[config.mk]
export PLATFORM = sky130hd
export DESIGN_NAME = alu_share_arbiter_flat
export DESIGN_NICKNAME = d
export VERILOG_FILES = /design/src/rtl/alu_pkg.sv /design/src/rtl/alu_share_arbiter_if.sv /design/src/rtl/alu.sv /design/src/rtl/rr_arb2.sv /design/src/rtl/alu_share_arbiter.sv /design/src/flat_wrapper.sv
export SDC_FILE = /design/constraint.sdc
export NUM_CORES = 1
export LEC_CHECK = 0
export CORE_MARGIN = 10
export CORE_UTILIZATION = 54
export CTS_CLUSTER_DIAMETER = 40
export DETAILED_ROUTE_END_ITERATION = 8
export PLACE_DENSITY = 0.84
export SLEW_MARGIN = 30
export SYNTH_ARGS = -nofsm -noshare
export SYNTH_HDL_FRONTEND = slang
export SYNTH_HIERARCHICAL = 1
export SYNTH_SLANG_ARGS = --single-unit
export TNS_END_PERCENT = 100
[constraint.sdc]
create_clock -name clk_i -period 6.56 [get_ports clk_i]
set_input_delay 1.312 -clock clk_i [delete_from_list [all_inputs] [get_ports clk_i]]
set_output_delay 1.312 -clock clk_i [all_outputs]
set_load 0.01 [all_outputs]
[src/rtl/alu_pkg.sv]
// Shared definitions for the ALU and the two-requester ALU sharing block:
// widths, ALU control codes, requester ids and the response-slot states.
package alu_pkg;

    localparam int DATA_W = 32;
    localparam int CTRL_W = 4;
    localparam int ID_W   = 1;

    typedef logic [ID_W-1:0] id_t;

    localparam id_t ID_REQ0 = 1'b0;
    localparam id_t ID_REQ1 = 1'b1;

    typedef enum logic [CTRL_W-1:0] {
        ALU_AND = 4'b0000,
        ALU_OR  = 4'b0001,
        ALU_ADD = 4'b0010,
        ALU_SUB = 4'b0110,
        ALU_SLT = 4'b0111,
        ALU_NOR = 4'b1100
    } alu_ctrl_e;

    typedef enum logic {
        SLOT_EMPTY = 1'b0,
        SLOT_FULL  = 1'b1
    } slot_state_e;

endpackage

[src/rtl/alu_share_arbiter_if.sv]
// Request/response bundle of the shared ALU: two requester handshakes and one
// response handshake. Signal suffixes are from the arbiter's point of view.
interface alu_share_arbiter_if;
    import alu_pkg::*;

    logic              req0_valid_i;
    logic [DATA_W-1:0] req0_src1_i;
    logic [DATA_W-1:0] req0_src2_i;
    logic [CTRL_W-1:0] req0_ctrl_i;
    logic              req0_ready_o;

    logic              req1_valid_i;
    logic [DATA_W-1:0] req1_src1_i;
    logic [DATA_W-1:0] req1_src2_i;
    logic [CTRL_W-1:0] req1_ctrl_i;
    logic              req1_ready_o;

    logic              rsp_valid_o;
    logic              rsp_ready_i;
    id_t               rsp_id_o;
    logic [DATA_W-1:0] rsp_result_o;
    logic              rsp_zero_o;

    modport slave (
        input  req0_valid_i, req0_src1_i, req0_src2_i, req0_ctrl_i,
        output req0_ready_o,
        input  req1_valid_i, req1_src1_i, req1_src2_i, req1_ctrl_i,
        output req1_ready_o,
        input  rsp_ready_i,
        output rsp_valid_o, rsp_id_o, rsp_result_o, rsp_zero_o
    );

    modport master (
        output req0_valid_i, req0_src1_i, req0_src2_i, req0_ctrl_i,
        input  req0_ready_o,
        output req1_valid_i, req1_src1_i, req1_src2_i, req1_ctrl_i,
        input  req1_ready_o,
        output rsp_ready_i,
        input  rsp_valid_o, rsp_id_o, rsp_result_o, rsp_zero_o
    );

endinterface

[src/rtl/alu.sv]
// Existing 32-bit combinational ALU (AND/OR/ADD/SUB/SLT/NOR) with zero flag.
// Output is held at zero while reset is asserted.
module alu
    import alu_pkg::*;
(
    input  logic              rst_i,
    input  logic [CTRL_W-1:0] ctrl_i,
    input  logic [DATA_W-1:0] src1_i,
    input  logic [DATA_W-1:0] src2_i,
    output logic [DATA_W-1:0] result_o,
    output logic              zero_o
);

    logic signed [DATA_W-1:0] src1_s;
    logic signed [DATA_W-1:0] src2_s;

    assign src1_s = src1_i;
    assign src2_s = src2_i;

    always_comb begin
        result_o = '0;
        if (rst_i) begin
            case (ctrl_i)
                ALU_AND: result_o = src1_i & src2_i;
                ALU_OR:  result_o = src1_i | src2_i;
                ALU_ADD: result_o = src1_i + src2_i;
                ALU_SUB: result_o = src1_i - src2_i;
                // SLT is a signed comparison
                ALU_SLT: result_o = {{(DATA_W-1){1'b0}}, (src1_s < src2_s)};
                ALU_NOR: result_o = ~(src1_i | src2_i);
                default: result_o = '0;
            endcase
        end
    end

    assign zero_o = (result_o == '0);

endmodule

[src/rtl/rr_arb2.sv]
// Two-way round-robin arbiter: combinational grant gated by en_i, with the
// last-granted id remembered only when adv_i reports an acceptance.
module rr_arb2
    import alu_pkg::*;
(
    input  logic       clk_i,
    input  logic       rst_i,
    input  logic       en_i,
    input  logic [1:0] req_i,
    input  logic       adv_i,
    output logic       gnt_vld_o,
    output id_t        gnt_id_o
);

    id_t last_q;
    id_t last_d;

    always_comb begin
        gnt_vld_o = 1'b0;
        gnt_id_o  = ID_REQ0;
        if (en_i) begin
            case (req_i)
                2'b01: begin
                    gnt_vld_o = 1'b1;
                    gnt_id_o  = ID_REQ0;
                end
                2'b10: begin
                    gnt_vld_o = 1'b1;
                    gnt_id_o  = ID_REQ1;
                end
                2'b11: begin
                    gnt_vld_o = 1'b1;
                    gnt_id_o  = id_t'(~last_q);
                end
                default: begin
                    gnt_vld_o = 1'b0;
                    gnt_id_o  = ID_REQ0;
                end
            endcase
        end
    end

    always_comb begin
        last_d = last_q;
        if (adv_i) begin
            last_d = gnt_id_o;
        end
    end

    // Resetting to REQ1 hands the first tie to requester 0.
    always_ff @(posedge clk_i) begin
        if (!rst_i) begin
            last_q <= ID_REQ1;
        end else begin
            last_q <= last_d;
        end
    end

endmodule

[src/rtl/alu_share_arbiter.sv]
// Shares one ALU between two requesters: round-robin grant, operand mux, and a
// single registered response slot tagged with the owning requester id.
module alu_share_arbiter
    import alu_pkg::*;
(
    input  logic                 clk_i,
    input  logic                 rst_i,
    alu_share_arbiter_if.slave   bus
);

    slot_state_e       state_q,  state_d;
    id_t               rsp_id_q, rsp_id_d;
    logic [DATA_W-1:0] result_q, result_d;
    logic              zero_q,   zero_d;

    logic              slot_free;
    logic              arb_en;
    logic              gnt_vld;
    id_t               gnt_id;
    logic              ready0;
    logic              ready1;
    logic              accept;

    logic [CTRL_W-1:0] alu_ctrl;
    logic [DATA_W-1:0] alu_src1;
    logic [DATA_W-1:0] alu_src2;
    logic [DATA_W-1:0] alu_result;
    logic              alu_zero;

    // The slot can take a new result if it is empty or being drained now.
    assign slot_free = (state_q == SLOT_EMPTY) || bus.rsp_ready_i;
    assign arb_en    = rst_i && slot_free;

    rr_arb2 u_arb (
        .clk_i     (clk_i),
        .rst_i     (rst_i),
        .en_i      (arb_en),
        .req_i     ({bus.req1_valid_i, bus.req0_valid_i}),
        .adv_i     (accept),
        .gnt_vld_o (gnt_vld),
        .gnt_id_o  (gnt_id)
    );

    assign ready0 = gnt_vld && (gnt_id == ID_REQ0);
    assign ready1 = gnt_vld && (gnt_id == ID_REQ1);
    assign accept = (bus.req0_valid_i && ready0) || (bus.req1_valid_i && ready1);

    assign bus.req0_ready_o = ready0;
    assign bus.req1_ready_o = ready1;

    always_comb begin
        alu_ctrl = bus.req0_ctrl_i;
        alu_src1 = bus.req0_src1_i;
        alu_src2 = bus.req0_src2_i;
        if (ready1) begin
            alu_ctrl = bus.req1_ctrl_i;
            alu_src1 = bus.req1_src1_i;
            alu_src2 = bus.req1_src2_i;
        end
    end

    alu u_alu (
        .rst_i    (rst_i),
        .ctrl_i   (alu_ctrl),
        .src1_i   (alu_src1),
        .src2_i   (alu_src2),
        .result_o (alu_result),
        .zero_o   (alu_zero)
    );

    always_comb begin
        state_d  = state_q;
        rsp_id_d = rsp_id_q;
        result_d = result_q;
        zero_d   = zero_q;
        case (state_q)
            SLOT_EMPTY: begin
                if (accept) begin
                    state_d = SLOT_FULL;
                end
            end
            SLOT_FULL: begin
                if (!accept && bus.rsp_ready_i) begin
                    state_d = SLOT_EMPTY;
                end
            end
            default: state_d = SLOT_EMPTY;
        endcase
        // Payload changes only on acceptance; a bare drain leaves it in place.
        if (accept) begin
            rsp_id_d = gnt_id;
            result_d = alu_result;
            zero_d   = alu_zero;
        end
    end

    always_ff @(posedge clk_i) begin
        if (!rst_i) begin
            state_q  <= SLOT_EMPTY;
            rsp_id_q <= ID_REQ0;
            result_q <= '0;
            zero_q   <= 1'b0;
        end else begin
            state_q  <= state_d;
            rsp_id_q <= rsp_id_d;
            result_q <= result_d;
            zero_q   <= zero_d;
        end
    end

    assign bus.rsp_valid_o  = (state_q == SLOT_FULL);
    assign bus.rsp_id_o     = rsp_id_q;
    assign bus.rsp_result_o = result_q;
    assign bus.rsp_zero_o   = zero_q;

endmodule

[src/flat_wrapper.sv]
// flat-port wrapper written by rule: the top's interface ports become plain ports
module alu_share_arbiter_flat import alu_pkg::*;
  (clk_i, rst_i, bus_req0_valid_i, bus_req0_src1_i, bus_req0_src2_i, bus_req0_ctrl_i, bus_req0_ready_o, bus_req1_valid_i, bus_req1_src1_i, bus_req1_src2_i, bus_req1_ctrl_i, bus_req1_ready_o, bus_rsp_ready_i, bus_rsp_valid_o, bus_rsp_id_o, bus_rsp_result_o, bus_rsp_zero_o);
  alu_share_arbiter_if bus_i ();
  input  logic clk_i;
  input  logic rst_i;
  input wire logic [$bits(bus_i.req0_valid_i)-1:0] bus_req0_valid_i;
  input wire logic [$bits(bus_i.req0_src1_i)-1:0] bus_req0_src1_i;
  input wire logic [$bits(bus_i.req0_src2_i)-1:0] bus_req0_src2_i;
  input wire logic [$bits(bus_i.req0_ctrl_i)-1:0] bus_req0_ctrl_i;
  output wire logic [$bits(bus_i.req0_ready_o)-1:0] bus_req0_ready_o;
  input wire logic [$bits(bus_i.req1_valid_i)-1:0] bus_req1_valid_i;
  input wire logic [$bits(bus_i.req1_src1_i)-1:0] bus_req1_src1_i;
  input wire logic [$bits(bus_i.req1_src2_i)-1:0] bus_req1_src2_i;
  input wire logic [$bits(bus_i.req1_ctrl_i)-1:0] bus_req1_ctrl_i;
  output wire logic [$bits(bus_i.req1_ready_o)-1:0] bus_req1_ready_o;
  input wire logic [$bits(bus_i.rsp_ready_i)-1:0] bus_rsp_ready_i;
  output wire logic [$bits(bus_i.rsp_valid_o)-1:0] bus_rsp_valid_o;
  output wire logic [$bits(bus_i.rsp_id_o)-1:0] bus_rsp_id_o;
  output wire logic [$bits(bus_i.rsp_result_o)-1:0] bus_rsp_result_o;
  output wire logic [$bits(bus_i.rsp_zero_o)-1:0] bus_rsp_zero_o;
  assign bus_i.req0_valid_i = bus_req0_valid_i;
  assign bus_i.req0_src1_i = bus_req0_src1_i;
  assign bus_i.req0_src2_i = bus_req0_src2_i;
  assign bus_i.req0_ctrl_i = bus_req0_ctrl_i;
  assign bus_req0_ready_o = bus_i.req0_ready_o;
  assign bus_i.req1_valid_i = bus_req1_valid_i;
  assign bus_i.req1_src1_i = bus_req1_src1_i;
  assign bus_i.req1_src2_i = bus_req1_src2_i;
  assign bus_i.req1_ctrl_i = bus_req1_ctrl_i;
  assign bus_req1_ready_o = bus_i.req1_ready_o;
  assign bus_i.rsp_ready_i = bus_rsp_ready_i;
  assign bus_rsp_valid_o = bus_i.rsp_valid_o;
  assign bus_rsp_id_o = bus_i.rsp_id_o;
  assign bus_rsp_result_o = bus_i.rsp_result_o;
  assign bus_rsp_zero_o = bus_i.rsp_zero_o;
  alu_share_arbiter u_core (.clk_i(clk_i), .rst_i(rst_i), .bus(bus_i));
endmodule
==> summary.txt <==
Status = completed
Share of cells above drive strength 1 = 13.05%
Register area = 720.7 um2
CP max stage delay = 0.46 ns
Fin worst setup slack = 0.2699 ns
Internal = 0.0007625 W
Reg power frac = 17.1%
Fmax = 159.0 MHz
Fin crit share = 95.89%
Synth top area cells = ha_1 (16%), dfxtp_1 (8.8%), mux2_2 (8.1%)
Antenna cells = 0
Root Driver = clkbuf_16
TritonCTS clock tree = built
Post-synthesis compound-gate area fraction = 28.77%
P_sw = 0.0005508 W
Combinational power share = 62.7%
Fin area = 0.01056 mm2
Adder-Cell Fraction of Synth Area = 16.96%
Post-synth EDFFs = 0
FFs w/ async S/R, synth = 0%
Footprint of the multi-input gates = 0.006848 mm2
Mapped Avg Cell Area = 7.329 um2
Power Density = 124.3 mW/mm2
Drt first pass iters = 6
CP max FO = 8
Slew @ Worst Pin = 0.7635 ns
Max-slew violations = 0
Initial antenna violation count = 0
Main combinational cell family by area after synthesis = compound AO/OA/AOI/OAI gates
Dpl ws = 0.05699 ns
Clock share of power = 20.2%
Top cell family by delay on the critical path = simple AND/OR/NAND/NOR gates
Via Count = 9314
I/O pins = 178
Layout area overhead = 28.77%
Die Height = 143.2 um
Core box area = 0.01470 mm2
Post-Synthesis Cells = 1119
Most used DFF post-synth = dfxtp_1
Fill cell count = 1228
Largest net degree at the start of global routing = 74
Critical path type = in2reg
First DRT Iteration DRCs = 1146
Clock latency at the later pin of the worst-skew pair = 0.28 ns
Post-DP HPWL = 23300 um
Area of the die = 0.02052 mm2
Static Leak = 4.503 nW
Crit path from = bus_rsp_ready_i
Post-synthesis simple-gate area fraction = 20.93%
Crit path cell chain = clkdlybuf4s50_1, nor2b_1, nor2b_1, nand2_1, nor2_2, nand2_4, mux2_2, inv_1, ha_1, a211oi_1, o21ai_1, a31oi_1, xnor2_1, a221oi_1, a21oi_1, nor4_1, buf_4, o211ai_1, nor4_1, nand3b_1, nor4_2, nand2_1, mux2i_1
Kind of end point of the critical path = flip-flop
Buf+Inv Stages, Crit Path = 3
Post-DRT Antenna Nets = 0
Post-synthesis mux area share = 14.51%
Synthesis Warnings = 6
Setup Buffers After CTS = 0
Max VDD drop = 0.1283 mV
Cell Area, Synth = 0.008202 mm2
Vias per inst = 6.332
Final Util = 71.85%
Post-CTS Resized = 0
Post-DR wirelength/cell = 19.84 um
Post-synth net total = 1370
R2R Path Start = u_core/bus.rsp_valid_o
Synth Area in XOR/XNOR = 1.281%
CTS buffer count = 5
RSZ-0062 raised after global routing = no
Worst Setup Start Kind = input pin
Setup Viol. Count Final = 0
Yosys reg bits = 36
Hold_sp = u_core/bus.rsp_result_o[0]
Clock Tree Buf Depth = 2
Setup Skew = 0.003577 ns
Vias in the first global route = 8862
# nets final = 1537
GRT Overall Usage = 26.83%
Grt ovf = 0
Area fraction of the dominant cell type after synthesis = 16.48%
Fin Setup TNS = 0 ns
Hold Vio Cnt, Final = 0
Max-cap viol count = 0
Final Wtd Congestion = 1.043
I/O Buffers = 177
Clk sinks = 36
Worst Path Arrival = 6.50 ns
Die Wd = 143.2 um
Worst path required time = 6.77 ns
Max_slew headroom = 49.10%
Critical-path top delay cell = clkdlybuf4s50_1
First-pass GRT wire length = 45980 um
Reg clk slew, reported paths = 0.05 ns
DRC = 0
Net Sw Frac = 41.94%
Std cell rows = 44
Seq/Total Area, Yosys = 8.787%
WL final = 29180 um
H-tree levels = 2
Hold Path Class = reg2reg
Period minus WS final = 6.290 ns
Distinct cell type count after synthesis = 85
Largest area contributor in the netlist = ha_1
Post-CTS Hold Buffers = 0
Post-DP Area = 0.01036 mm2
Initial Util = 55.80%
## final timing paths
| path | to | slack, ns | cells past startpoint |
|---|---|---|---|
| max | u_core/bus.rsp_zero_o | 0.27 | 23 |
| max reg2reg | u_core/bus.rsp_zero_o | 1.37 | 22 |
| min | u_core/bus.rsp_result_o[0] | 0.45 | 2 |
| min reg2reg | u_core/bus.rsp_result_o[0] | 0.45 | 2 |
## synth_stat cells, types with 14 or more instances
master / number
a21o_1: 16
mux2_2: 59
nor4_1: 14
a31oi_1: 20
nor3_1: 15
a221oi_1: 16
inv_1: 98
nor2b_1: 19
mux2i_1: 39
a21oi_1: 67
ha_1: 108
nand3_1: 14
a211oi_1: 21
o21ai_0: 45
nand2_1: 121
dfxtp_1: 36
nor2_1: 101
clkbuf_1: 47
a221o_1: 21
## state kept, by name, indices dropped and copies added, names as in the netlist
signal and count:
u_core/bus.rsp_result_o 32, u_core/u_arb/last_q 1, u_core/bus.rsp_id_o 1, u_core/bus.rsp_zero_o 1, u_core/bus.rsp_valid_o 1
## per-layer routing
layer	track usage, %	vias up	routed length [um]
met1	35.26	4307	12460
li1	-	4394	-
met4	6.341	0	592
met2	44.05	551	12960
met5	0	-	0
met3	5.340	62	3165
## final cells by class
class	count	share of cell area, %
Multi-Input combinational cell	914	64.84
Timing Repair Buffer	230	21.09
Sequential cell	36	6.824
Inverter	99	3.519
Tap cell	184	2.180
Clock buffer	6	1.220
Clock inverter	2	0.3317
## logic make-up after synthesis
family / after synthesis
compound gates: 328
xor+xnor: 12
flops: 36
buf+inv: 169
fa+ha+maj: 110
mux: 107
simple gates: 357
## stage by stage
step / hold slack (ns) / total power, W / instances
2_1_floorplan: 0.4636 / 0.0007427 / 1119
3_3_place_gp: 0.4414 / 0.001009 / 1463
3_5_place_dp: 0.4481 / 0.001018 / 1463
4_1_cts: 0.4565 / 0.001286 / 1471
5_1_grt: 0.4711 / 0.001387 / 1471
6_report: 0.4542 / 0.001313 / 1471
## power groups by stage
stage | clock network (W) | logic, W | registers, W
after floorplan | 0 | 0.000513 | 0.000230
after global placement | 0 | 0.000780 | 0.000229
after detailed placement | 0 | 0.000789 | 0.000229
after CTS | 0.000268 | 0.000794 | 0.000224
after global routing | 0.000274 | 0.000888 | 0.000224
final | 0.000266 | 0.000823 | 0.000224
## cell usage in the layout (no fill, tap or decap), types with 6 or more instances in the layout
master	count
clkdlybuf4s50_1	176
nand2_1	121
ha_1	108
nor2_1	100
inv_1	98
a21oi_1	66
mux2_2	59
buf_4	48
o21ai_0	45
mux2i_1	39
dfxtp_1	36
a221o_1	21
a211oi_1	20
a31oi_1	20
nor2b_1	18
a21o_1	16
a221oi_1	15
nand3_1	14
nor3_1	13
nor4_1	13
o21bai_1	12
o31ai_1	12
xnor2_1	12
nand4_1	11
o211ai_1	11
mux2_4	9
o21a_1	9
a22oi_1	9
or3_1	8
nand2b_1	8
nand3b_1	7
o221ai_1	6
o22a_1	6
and2_1	6
## tightest hold or removal path, delay by kind of cell, from the launching register on
| family | cells | cell delay (ns) |
|---|---|---|
| DFF | 1 | 0.30 |
| muxes | 1 | 0.05 |
| and+or+nand+nor | 1 | 0.05 |
(Power assumes the default switching activity.)
